<file path="config.mk">
export PLATFORM = sky130hd
export DESIGN_NAME = decode_stage
export DESIGN_NICKNAME = d
export VERILOG_FILES = /design/src/rtl/decode_stage.sv
export SDC_FILE = /design/constraint.sdc
export NUM_CORES = 1
export LEC_CHECK = 0
export BUFFER_PORTS_ARGS = -buffer_cell sky130_fd_sc_hd__buf_4
export CORE_UTILIZATION = 30
export DETAILED_ROUTE_END_ITERATION = 7
export PLACE_DENSITY = 0.45
export SLEW_MARGIN = 20
export SYNTH_ARGS = -nofsm -noshare
export SYNTH_HDL_FRONTEND = slang
export SYNTH_SLANG_ARGS = --single-unit
</file>
<file path="constraint.sdc">
create_clock -name i_clk -period 1.9 [get_ports i_clk]
set_input_delay 0.285 -clock i_clk [delete_from_list [all_inputs] [get_ports i_clk]]
set_output_delay 0.285 -clock i_clk [all_outputs]
set_load 0.005 [all_outputs]
</file>
<file path="src/rtl/decode_stage.sv">
// Registered RV32I decode stage with a two-entry output/skid buffer, flush and fetch-fault tagging.
// Optional RV32M and SYSTEM decode are selected by parameters.

package decode_pkg;

  typedef struct packed {
    logic [32:0] inst_raw;
    logic [31:0] pc;
    logic [31:0] imm;
    logic [4:0]  rs1_addr;
    logic [4:0]  rs2_addr;
    logic [4:0]  rd_addr;
    logic        rs1_pc;
    logic        rs2_imm;
    logic [3:0]  alu_op;
    logic        branch;
    logic        jump;
    logic [2:0]  loadstore;
    logic        load_zeroextend;
    logic        inst_invalid;
  } instruction_t;

endpackage

module decode_stage
  import decode_pkg::*;
#(
  parameter bit ENABLE_M      = 1'b1,
  parameter bit ENABLE_SYSTEM = 1'b1
) (
  input  logic         i_clk,
  input  logic         i_rst_n,
  input  logic         i_flush,
  input  logic         i_valid,
  output logic         o_ready,
  input  logic [31:0]  i_instr,
  input  logic [31:0]  i_pc,
  input  logic         i_fault,
  output logic         o_valid,
  input  logic         i_ready,
  output instruction_t o_out,
  output logic         o_fault,
  output logic         o_muldiv,
  output logic [2:0]   o_muldiv_op,
  output logic [1:0]   o_sys,
  output logic [11:0]  o_csr_addr
);

  localparam logic [6:0] OP_LOAD   = 7'b0000011;
  localparam logic [6:0] OP_FENCE  = 7'b0001111;
  localparam logic [6:0] OP_ALUIMM = 7'b0010011;
  localparam logic [6:0] OP_AUIPC  = 7'b0010111;
  localparam logic [6:0] OP_STORE  = 7'b0100011;
  localparam logic [6:0] OP_ALU    = 7'b0110011;
  localparam logic [6:0] OP_LUI    = 7'b0110111;
  localparam logic [6:0] OP_BRANCH = 7'b1100011;
  localparam logic [6:0] OP_JALR   = 7'b1100111;
  localparam logic [6:0] OP_JAL    = 7'b1101111;
  localparam logic [6:0] OP_SYSTEM = 7'b1110011;

  typedef struct packed {
    instruction_t ins;
    logic         fault;
    logic         muldiv;
    logic [2:0]   muldiv_op;
    logic [1:0]   sys;
    logic [11:0]  csr_addr;
  } slot_t;

  logic [6:0]  opcode;
  logic [2:0]  funct3;
  logic [6:0]  funct7;
  logic [31:0] imm_i, imm_s, imm_b, imm_j, imm_u;
  slot_t       dec;
  slot_t       out_q, skid_q;
  logic        out_valid, skid_valid;
  logic        accept;

  assign opcode = i_instr[6:0];
  assign funct3 = i_instr[14:12];
  assign funct7 = i_instr[31:25];

  assign imm_i = {{20{i_instr[31]}}, i_instr[31:20]};
  assign imm_s = {{20{i_instr[31]}}, i_instr[31:25], i_instr[11:7]};
  assign imm_b = {{19{i_instr[31]}}, i_instr[31], i_instr[7], i_instr[30:25], i_instr[11:8], 1'b0};
  assign imm_j = {{11{i_instr[31]}}, i_instr[31], i_instr[19:12], i_instr[20], i_instr[30:21], 1'b0};
  assign imm_u = {i_instr[31:12], 12'b0};

  // Register fields default to their raw instruction positions; each opcode only overrides what differs.
  always_comb begin
    dec                     = '0;
    dec.ins.inst_raw        = {1'b1, i_instr};
    dec.ins.pc              = i_pc;
    dec.ins.rs1_addr        = i_instr[19:15];
    dec.ins.rs2_addr        = i_instr[24:20];
    dec.ins.rd_addr         = i_instr[11:7];
    dec.ins.rs2_imm         = (opcode != OP_ALU);
    dec.ins.load_zeroextend = funct3[2];
    dec.fault               = i_fault;
    unique case (opcode)
      OP_LOAD: begin
        dec.ins.imm       = imm_i;
        dec.ins.loadstore = {1'b0, funct3[1:0] + 2'd1};
      end
      OP_STORE: begin
        dec.ins.imm       = imm_s;
        dec.ins.rd_addr   = 5'd0;
        dec.ins.loadstore = {1'b1, funct3[1:0] + 2'd1};
      end
      OP_ALUIMM: begin
        dec.ins.imm    = imm_i;
        dec.ins.alu_op = {(funct3 == 3'b101) & i_instr[30], funct3};
      end
      OP_ALU: begin
        if (funct7 == 7'b0000001 && ENABLE_M) begin
          dec.muldiv    = 1'b1;
          dec.muldiv_op = funct3;
        end else begin
          dec.ins.alu_op       = {i_instr[30], funct3};
          dec.ins.inst_invalid = (funct7 == 7'b0000001);
        end
      end
      OP_LUI: begin
        dec.ins.imm      = imm_u;
        dec.ins.rs1_addr = 5'd0;
      end
      OP_AUIPC: begin
        dec.ins.imm    = imm_u;
        dec.ins.rs1_pc = 1'b1;
      end
      OP_JAL: begin
        dec.ins.imm    = imm_j;
        dec.ins.rs1_pc = 1'b1;
        dec.ins.jump   = 1'b1;
      end
      OP_JALR: begin
        dec.ins.imm  = imm_i;
        dec.ins.jump = 1'b1;
      end
      OP_BRANCH: begin
        dec.ins.imm     = imm_b;
        dec.ins.rs1_pc  = 1'b1;
        dec.ins.branch  = 1'b1;
        dec.ins.rd_addr = 5'd0;
      end
      OP_FENCE: begin
        dec.ins.rd_addr  = 5'd0;
        dec.ins.rs1_addr = 5'd0;
      end
      OP_SYSTEM: begin
        if (!ENABLE_SYSTEM) begin
          dec.ins.inst_invalid = 1'b1;
        end else if (funct3 != 3'b000) begin
          dec.sys         = 2'd3;
          dec.csr_addr    = i_instr[31:20];
          dec.ins.imm     = funct3[2] ? {27'b0, i_instr[19:15]} : 32'b0;
        end else if (i_instr[31:20] == 12'd0) begin
          dec.sys = 2'd1;
        end else if (i_instr[31:20] == 12'd1) begin
          dec.sys = 2'd2;
        end else begin
          dec.ins.inst_invalid = 1'b1;
        end
      end
      default: dec.ins.inst_invalid = 1'b1;
    endcase
    if (i_fault) dec.ins.inst_invalid = 1'b1;
  end

  assign accept = i_valid & ~skid_valid;

  // SKID only fills while OUT is held, and empties into OUT first whenever OUT frees up.
  always_ff @(posedge i_clk or negedge i_rst_n) begin
    if (!i_rst_n) begin
      out_valid  <= 1'b0;
      skid_valid <= 1'b0;
      out_q      <= '0;
      skid_q     <= '0;
    end else if (i_flush) begin
      out_valid  <= 1'b0;
      skid_valid <= 1'b0;
    end else if (!out_valid || i_ready) begin
      if (skid_valid) begin
        out_q      <= skid_q;
        out_valid  <= 1'b1;
        skid_valid <= 1'b0;
      end else begin
        out_valid <= accept;
        if (accept) out_q <= dec;
      end
    end else if (accept) begin
      skid_q     <= dec;
      skid_valid <= 1'b1;
    end
  end

  assign o_ready     = ~skid_valid;
  assign o_valid     = out_valid;
  assign o_out       = out_q.ins;
  assign o_fault     = out_q.fault;
  assign o_muldiv    = out_q.muldiv;
  assign o_muldiv_op = out_q.muldiv_op;
  assign o_sys       = out_q.sys;
  assign o_csr_addr  = out_q.csr_addr;

endmodule

</file>
# Yosys cells after proc, flatten, opt, wreduce, memory -nomap -nowiden

Index checks and enable logic that the tools add are counted.
Widths: inputs -> output; s select.

Flip-flop bits (word level): 290
Word-level logic and storage cells: 108

Add/sub/neg operators: 1
Eq/ne operators: 15
Multiplexer cells: 31
Bitwise gates (word level): 5
Reduce and logical (&&, ||, !) cells: 16

Operators with widths:

| cell                | number |
|---|---|
| $mux 144            | 2 |
| $pmux 32 s6         | 1 |
| $eq 7x7->1 const B  | 4 |
| $eq 7x6->1 const B  | 3 |
| $mux 5              | 4 |
| $eq 7x5->1 const B  | 2 |
| $mux 14             | 1 |
| $mux 1              | 13 |
| $eq 12x1->1 const B | 1 |
| $logic_not 12->1    | 1 |
| $mux 12             | 1 |
| $mux 4              | 3 |
| $reduce_or 10->1    | 1 |
| $reduce_or 3->1     | 3 |
| $pmux 4 s2          | 1 |
| $eq 7x1->1 const B  | 1 |
| $eq 7x2->1 const B  | 1 |
| $eq 7x4->1 const B  | 1 |
| $ne 7x6->1 const B  | 1 |
| $mux 2              | 3 |
| $pmux 3 s2          | 1 |
| $reduce_and 3->1    | 2 |
| $reduce_bool 3->1   | 2 |
| $reduce_or 2->1     | 3 |
| 8 further kinds     | 12 |

# Longest topological paths before layout

Gate-level depths: netlist of run 1.

Depth after elaboration: 8
Depth in mapped cells: 9

# Worst setup path after synthesis of run 1

No wires, ideal clock.

Path type: input to register
Start point: input port i_instr[3]
End point: register out_q (netlist bit o_out[49])
Setup time: 0.087 ns
Arrival time: 1.671 ns
Required time: 1.813 ns
Path slack: 0.142 ns
Stages: 9
Path buffers: 4
Path through: buf_6 nand4bb_4 buf_6 or3_4 nand2b_2 buf_6 a21oi_2 buf_6 a211oi_2

Cells in the longest elaborated chain, start to end: 5
Elaborated cells on any way between the ends: 14
Those cells by class: eq/ne: 9; mux: 3; reduce/logical: 2

RTL lines:

| item                                                                | line | text |
|---|---|---|
| start: declaration                                                  | 36   | `input logic [31:0] i_instr,` |
| $eq 7x7->1 (tied with other cells)                                  | 100  | `unique case (opcode)` |
| $reduce_or 3->1 (no line) / $reduce_or 2->1 (equally long branches) | -    |  |
| $pmux 32 s6 *                                                       | 100  |  |
| $mux 144 *                                                          | 189  | `if (accept) out_q <= dec;` |
| $mux 144 *                                                          | 183  | `if (skid_valid) begin` |
| end signal: assignment                                              | 184  | `out_q <= skid_q;` |
| end: declaration                                                    | 75   | `slot_t out_q, skid_q;` |

Every way passes the cells marked *; elsewhere a longest branch is shown, timed or not. The select of a mux whose other input is x is not followed.
A chain may end at the register's enable or synchronous reset.

# Final worst setup path of run 1

Start point: register skid_valid
End point: register skid_q[25] in the netlist's numbering

Cells in the longest elaborated chain, start to end: 3

RTL lines:

| item                       | line | text |
|---|---|---|
| start: declaration         | 76   | `logic out_valid, skid_valid;` |
| start signal: assignment   | 176  | `skid_valid <= 1'b0;` |
| start signal: assignment   | 181  | `skid_valid <= 1'b0;` |
| start signal: assignment   | 186  | `skid_valid <= 1'b0;` |
| $not 1->1                  | 170  | `assign accept = i_valid & ~skid_valid;` |
| $and 1x1->1                | 170  |  |
| $reduce_and 3->1 (no line) | -    |  |
| end signal: assignment     | 178  | `skid_q <= '0;` |
| end signal: assignment     | 192  | `skid_q <= dec;` |
| end: declaration           | 75   |  |

Every way passes these cells.

==> run metrics, run 1 <==
clock latency at the later pin of the worst-skew pair 510 ps; clock skew after layout about 9.4 ps; sequential share of power a little under half; Synth Area in Compound Gates approximately an eighth; Synth Register Bits 278; Post-synth ARST share between 90% and 100%; root buffer cell clkbuf_16; Final min period approximately 1900 ps; port bufs 215; Post-DRT Antenna Nets 0; adder and majority gate portion of the synthesized area less than 1%; fin util between 40% and 50%; initial antenna violation count 0; multiplexer share of the synthesized area roughly 5.0%; Final Hold Viols 0; dpl ws -219 ps; post-route setup slack approximately 23 ps; Syn Nets around 1400; Synth-to-Final Area Change 35.1%; Clock Tree Buf Depth 3; Post-synth EDFFs 0; Post-Synthesis Cells approximately 1300; vias a little over 10000; sequential fraction of the synthesis area about 57%; Die ar. 41300 um^2; worst hold path type input port to flip-flop; main combinational cell family by area after synthesis simple AND/OR/NAND/NOR gates; Pins Over Slew Limit 0; largest net degree at the start of global routing 79; mean area per synthesized cell between 9 and 10 um^2; IO Count 216; Post-Synth Simple-Gate Area about a fifth; Cell Area, Synth ~12000 um^2; antenna cell count 0; fmax between 500 and 600 MHz; Tightest Pin Transition 818 ps; Die Span Y between 200 and 250 um; drt drc 0; initial DRC count 547; pwr/cell area 993 nW/um^2; Starting Density between 30% and 40%; switch share 26.6%; Total GRT Usage between 10% and 20%; internal cell power ~12000 uW; clock-pin slew on the worst setup and hold paths approximately 60 ps; XOR/XNOR share of the synthesized area 0%; CP required about 2300 ps; Leak between 0.007 and 0.008 uW; share of layout cells above drive strength 1 between 20% and 30%; GRT overflow 0; CP Capture Type flip-flop; die width ~200 um; vias in the first global route around 10000; Setup-failing EPs final 0; combinational share of power 15.6%; status completed; Clock power frac between 30% and 40%; vias per cell roughly 5; Inserted Clock Buffers 34; first-pass GRT wire length approximately 63000 um; Post-Route WL 40700 um; Sw Pwr ~4300 uW; H-tree depth 2; Arr. time, crit path around 2300 ps; headroom to the max-slew limit ~45%; # clock sinks 278; Placer Congestion 0.816; Yosys cell types 53; HPWL Detailed between 20000 and 30000 um; max-cap violation count 0; top cells by area, synth dfrtp_1 (57%), nand2_1 (11%), mux2i_1 (4.9%), o21ai_0 (4.6%), a21oi_1 (3.8%); Critical Path Source Type flip-flop; WL/cell around 19 um; Fin Setup TNS 0 ps; Crit Path Max Fanout between 70 and 80; std cell rows 73; Synth area leader dfrtp_1; Yosys top cell area share 57.3%; core area 39800 um^2; TritonCTS clock tree done; Max IR drop VDD between 0.5 and 0.6 mV; Most used DFF post-synth dfrtp_1; DRT Pass-1 Iters 5; Yosys Warn Count 0; RSZ-0062 raised after global routing yes; Final #Nets about 1600; Tcrit/Tclk final 98.8%; crit path kind flip-flop to flip-flop
==> what timing repair did <==
item	4_1_cts	5_1_grt
endpoints found under the hold margin	67	0
hold buffers	33	0
pin swaps	0	0
endpoints found under the setup margin	12	75
setup buffers	0	3
gates resized for setup	2	5
cloned	1	0
==> cell type report <==
| class | instances | area [um^2] |
|---|---|---|
| Multi-Input combinational cell | 917 | 4750 |
| Clock inverter | 2 | 12.5 |
| Timing Repair Buffer | 340 | 2940 |
| Inverter | 6 | 23.8 |
| Sequential cell | 278 | 6960 |
| Clock buffer | 54 | 1080 |
| Tap cell | 525 | 657 |
| Fill cell | 4023 | 23400 |
==> power groups by stage <==
stage | Clock [uW] | Sequential, uW | Combinational (uW)
detailed placement | 0 | 7490 | 2520
floorplan | 0 | 7360 | 1070
CTS | 6560 | 7390 | 2580
finish | 6380 | 7380 | 2540
global route | 6780 | 7490 | 2860
global placement | 0 | 7470 | 2480
==> state kept, by name, summed over array words and instances, names as in the netlist <==
| signal | count |
|---|---|
| o_csr_addr | 12 |
| o_fault | 1 |
| o_muldiv | 1 |
| o_muldiv_op | 3 |
| o_out | 119 |
| o_sys | 2 |
| o_valid | 1 |
| skid_q | 138 |
| skid_valid | 1 |
==> critical path, cell delays in order, from the launching register on <==
cell	delay, ps
dfrtp_4	500
clkinv_2	160
nand2_1	130
or3_4	430
buf_12	250
o41ai_1	270
==> cell families (layout without fill, tap and decap cells) <==
logic type | Yosys count | count (layout)
AO/OA/AOI/OAI | 271 | 271
adder cells (fa/ha/maj) | 2 | 2
buffers and inverters | 109 | 402
flip-flops | 278 | 278
multiplexers | 61 | 61
AND/OR/NAND/NOR | 583 | 583
==> synth_stat cells, types with 9 or more instances <==
library cell,number
buf_2,14
clkbuf_1,73
a21oi_1,93
nand3_1,42
o21ai_0,111
nor2_1,89
nor2b_1,9
a211oi_1,9
mux2i_1,60
a211oi_2,10
nor3_1,30
and3_1,10
dfrtp_1,278
a22o_1,10
nand2_1,363
==> layer usage <==
metal,track usage [%],wire length (um),vias up
li1,-,-,4943
met1,28.9,19400,5078
met2,31.0,18600,263
met3,3.28,2080,45
met4,4.11,594,0
met5,0,0,-
==> cell usage in the layout (no fill, tap or decap), types with 3 or more instances in the layout <==
cell	instances
o22ai_1	4
nand4_1	6
clkbuf_8	9
nand2b_1	8
o21a_1	4
a221o_1	3
mux2i_1	60
nor2b_1	8
o21ai_0	111
and2_1	5
a22o_1	10
or3_4	3
a31oi_1	7
a211oi_1	9
nor2_1	87
nand3_1	42
a21oi_1	93
and3_1	10
buf_4	282
buf_12	21
nor4_1	4
nor3_1	29
a211oi_2	10
a22oi_1	4
clkbuf_1	8
clkbuf_16	37
inv_1	5
dfrtp_1	277
a221oi_1	6
dlygate4sd3_1	33
nand2_1	363
==> worst paths after layout <==
| path | from | depth (start not counted) | slack, ps | to |
|---|---|---|---|---|
| max in group asynchronous | i_rst_n | 3 | 910 | o_out[8]$_DFFE_PN0P_ |
| min | i_flush | 2 | 20 | o_valid$_DFFE_PN0N_ |
| max | skid_valid$_DFFE_PN0P_ | 5 | 20 | skid_q[25]$_DFFE_PN0P_ |
| min reg2reg | skid_q[143]$_DFFE_PN0P_ | 1 | 470 | skid_q[143]$_DFFE_PN0P_ |
| min in group asynchronous | i_rst_n | 2 | 270 | skid_q[9]$_DFFE_PN0P_ |
| max reg2reg | skid_valid$_DFFE_PN0P_ | 5 | 20 | skid_q[25]$_DFFE_PN0P_ |
==> per-stage QoR <==
step                hold WS, ps  cells  power [uW]  instance area (um^2)
floorplan                 -10.6   1304        8430                 12200
detailed placement          218   2029       10000                 14900
CTS                        1.45   2119       16500                 16400
global route               17.2   2122       17100                 16400
finish                     17.6   2122       16300                 16400
global placement            217   2029        9940                 14900
Note: power is estimated with default switching activity, not from simulation.
==> run 2: changes to the inputs <==
Settings changed: CELL_PAD_IN_SITES_DETAIL_PLACEMENT set to 1, CELL_PAD_IN_SITES_GLOBAL_PLACEMENT set to 1, CORE_UTILIZATION 30 to 24, HOLD_SLACK_MARGIN set to 0.06, PLACE_DENSITY 0.45 to 0.47.
==> run 2 against run 1 <==
Net effect:
- die area rose by 25%
- via count rose by 1.5%
- cell area rose by 3.7%
- clock skew rose by 11 ps
- critical path depth fell by 1
- critical path type is now flip-flop to output pin
- largest power group is now clock
- highest routed layer unchanged
==> run metrics, run 2 (synthesis gave the netlist of run 1 again) <==
combinational share of power 15.0% (-0.6 points); HPWL Detailed 30300 um (+10%); Total GRT Usage 18.1% (-1.8 points); Crit Path Max Fanout 21 (-73%); Clock Tree Buf Depth 3 (unchanged); placed inst area 15100 um^2 (+0.97%); Largest register FFs 138 (unchanged); port bufs 215 (unchanged); vias per cell 4.57 (-6.2%); Arr. time, crit path 1560 ps (-720 ps); Die ar. 51500 um^2 (+25%); sequential share of power 42.2% (-3.1 points); crit path kind flip-flop to output pin; share of layout cells above drive strength 1 24.9% (+0.96 points); H-tree depth 2 (unchanged); vias 10500 (+1.5%); Critical Path Source Type flip-flop; vias in the first global route 11100 (+7.2%); Leak 0.00789 uW (+2.5%); switch share 26.6% (about the same); CP required 1620 ps (-680 ps); Tightest Pin Transition 629 ps (-189 ps); TritonCTS clock tree done; std cell rows 82 (+12%); initial DRC count 638 (+17%); # clock sinks 278 (unchanged); Post-DRT Antenna Nets 0 (unchanged); DRT Pass-1 Iters 4 (-1); Starting Density 24.3% (-6.2 points); pwr/cell area 1030 nW/um^2 (+3.5%); Pins Over Slew Limit 0 (unchanged); clock latency at the later pin of the worst-skew pair 550 ps (+40 ps); die width 227 um (+12%); root buffer cell clkbuf_16; GRT overflow 0 (unchanged); drt drc 0 (unchanged); RSZ-0062 raised after global routing no; internal cell power 12800 uW (+7.3%); Clock power frac 42.8% (+3.7 points); Top reg by flops skid_q; clock-pin slew on the worst setup and hold paths 60 ps (about the same); Placer Congestion 0.784 (-4.0%); Setup-failing EPs final 0 (unchanged); core area 50100 um^2 (+26%); status completed; initial antenna violation count 0 (unchanged); Post-Route WL 45700 um (+12%); Final #Nets 1667 (+1.1%); clock skew after layout 20.4 ps (+10.9 ps); antenna cell count 0 (unchanged); Final Power 17500 uW (+7.3%); Die Span Y 227 um (+12%); Final Hold Viols 0 (unchanged); Final Instance Area 17000 um^2 (+3.7%); Inserted Clock Buffers 37 (+8.8%); Synth-to-Final Area Change 40.2%; most frequent cells in the layout nand2_1 (363), buf_4 (281), dfrtp_1 (277), o21ai_0 (111), a21oi_1 (93); fillcell total 5770 (+43%); CP Capture Type output pin; Final min period 1850 ps (-28.0 ps); most common cell after layout, fill and taps aside nand2_1; Tcrit/Tclk final 97.3% (-1.5 points); WL/cell 19.9 um (+3.8%); first-pass GRT wire length 70200 um (+11%); worst hold path type input port to flip-flop; max-cap violation count 0 (unchanged); fmax 541 MHz (+1.5%); Max IR drop VDD 0.530 mV (+5.6%); Sw Pwr 4650 uW (+7.4%); headroom to the max-slew limit 57.5% (+12 points); IO Count 216 (unchanged); largest net degree at the start of global routing 90 (+14%)
run 2: cell count changes in the layout (fill, tap and decap cells not counted), moves of 3 or more:
cell	before	now
dlygate4sd3_1	33	50
bufinv_16	0	3
a211oi_2	10	17
a211oi_1	9	2
clkbuf_8	9	14
run 2: cell type report:
cell class                 count  area [um^2]  share of cell area [%]
sequential                   278         6960                    40.9
timing repair buffer         355         3090                    18.1
inverter                       6         27.5                   0.162
multi-input combinational    917         4800                    28.2
clock buffer                  61         1200                    7.04
clock inverter                 7          114                   0.668
tap                          672          841                    4.94
run 2: worst paths after layout:
kind,from,to,slack [ps],cells past startpoint
setup / recovery,skid_valid$_DFFE_PN0P_,o_ready,50,4
hold / removal,i_instr[12],skid_q[123]$_DFFE_PN0P_,90,3
setup reg to reg,skid_valid$_DFFE_PN0P_,skid_q[75]$_DFFE_PN0P_,60,7
hold reg to reg,skid_q[44]$_DFFE_PN0P_,skid_q[44]$_DFFE_PN0P_,470,2
max in group asynchronous,i_rst_n,skid_valid$_DFFE_PN0P_,980,3
min in group asynchronous,i_rst_n,o_csr_addr[8]$_DFFE_PN0P_,130,2
run 2: timing repair:
item                       in CTS  in global routing
pin swaps                       0                  0
gates resized for setup        11                 15
hold endpoints to repair      375                  0
gates cloned                    1                  0
buffers inserted                1                  2
setup endpoints to repair       9                 33
hold buffers                   50                  0
run 2: power by group through the flow:
stage               combinational [uW]  sequential, uW  clock [uW]
floorplan                         1070            7360           0
global placement                  2520            7470           0
detailed placement                2580            7500           0
CTS                               2680            7400        7750
global route                      2980            7500        7940
finish                            2630            7380        7490
run 2: stage by stage:
| stage | utilization [%] | setup slack (ps) | hold slack [ps] | cells | TNS [ps] |
|---|---|---|---|---|---|
| after floorplan | - | 142 | -10.6 | 1304 | 0 |
| after global placement | 30.1 | -216 | 100 | 2174 | -688 |
| after detailed placement | 30.1 | -245 | 97.8 | 2174 | -824 |
| after CTS | 33.8 | -7.04 | 62.3 | 2294 | -7.04 |
| after global routing | 34.0 | 0.104 | 102 | 2296 | 0 |
| final | 34.0 | 50.8 | 90.4 | 2296 | 0 |
run 2: per-layer routing:
metal | up-vias | share of wire (%) | track usage [%]
li1 | 4994 | - | -
met1 | 5237 | 47 | 25.3
met2 | 197 | 46 | 28.4
met3 | 60 | 4.3 | 3.07
met4 | 0 | 2.3 | 5.52
met5 | - | 0 | 0
run 2: worst max-delay path, cell delays in order, from the launching register on:
cell	delay [ps]
dfrtp_4	520
clkinv_4	90
buf_12	110
buf_16	160
buf_6	110
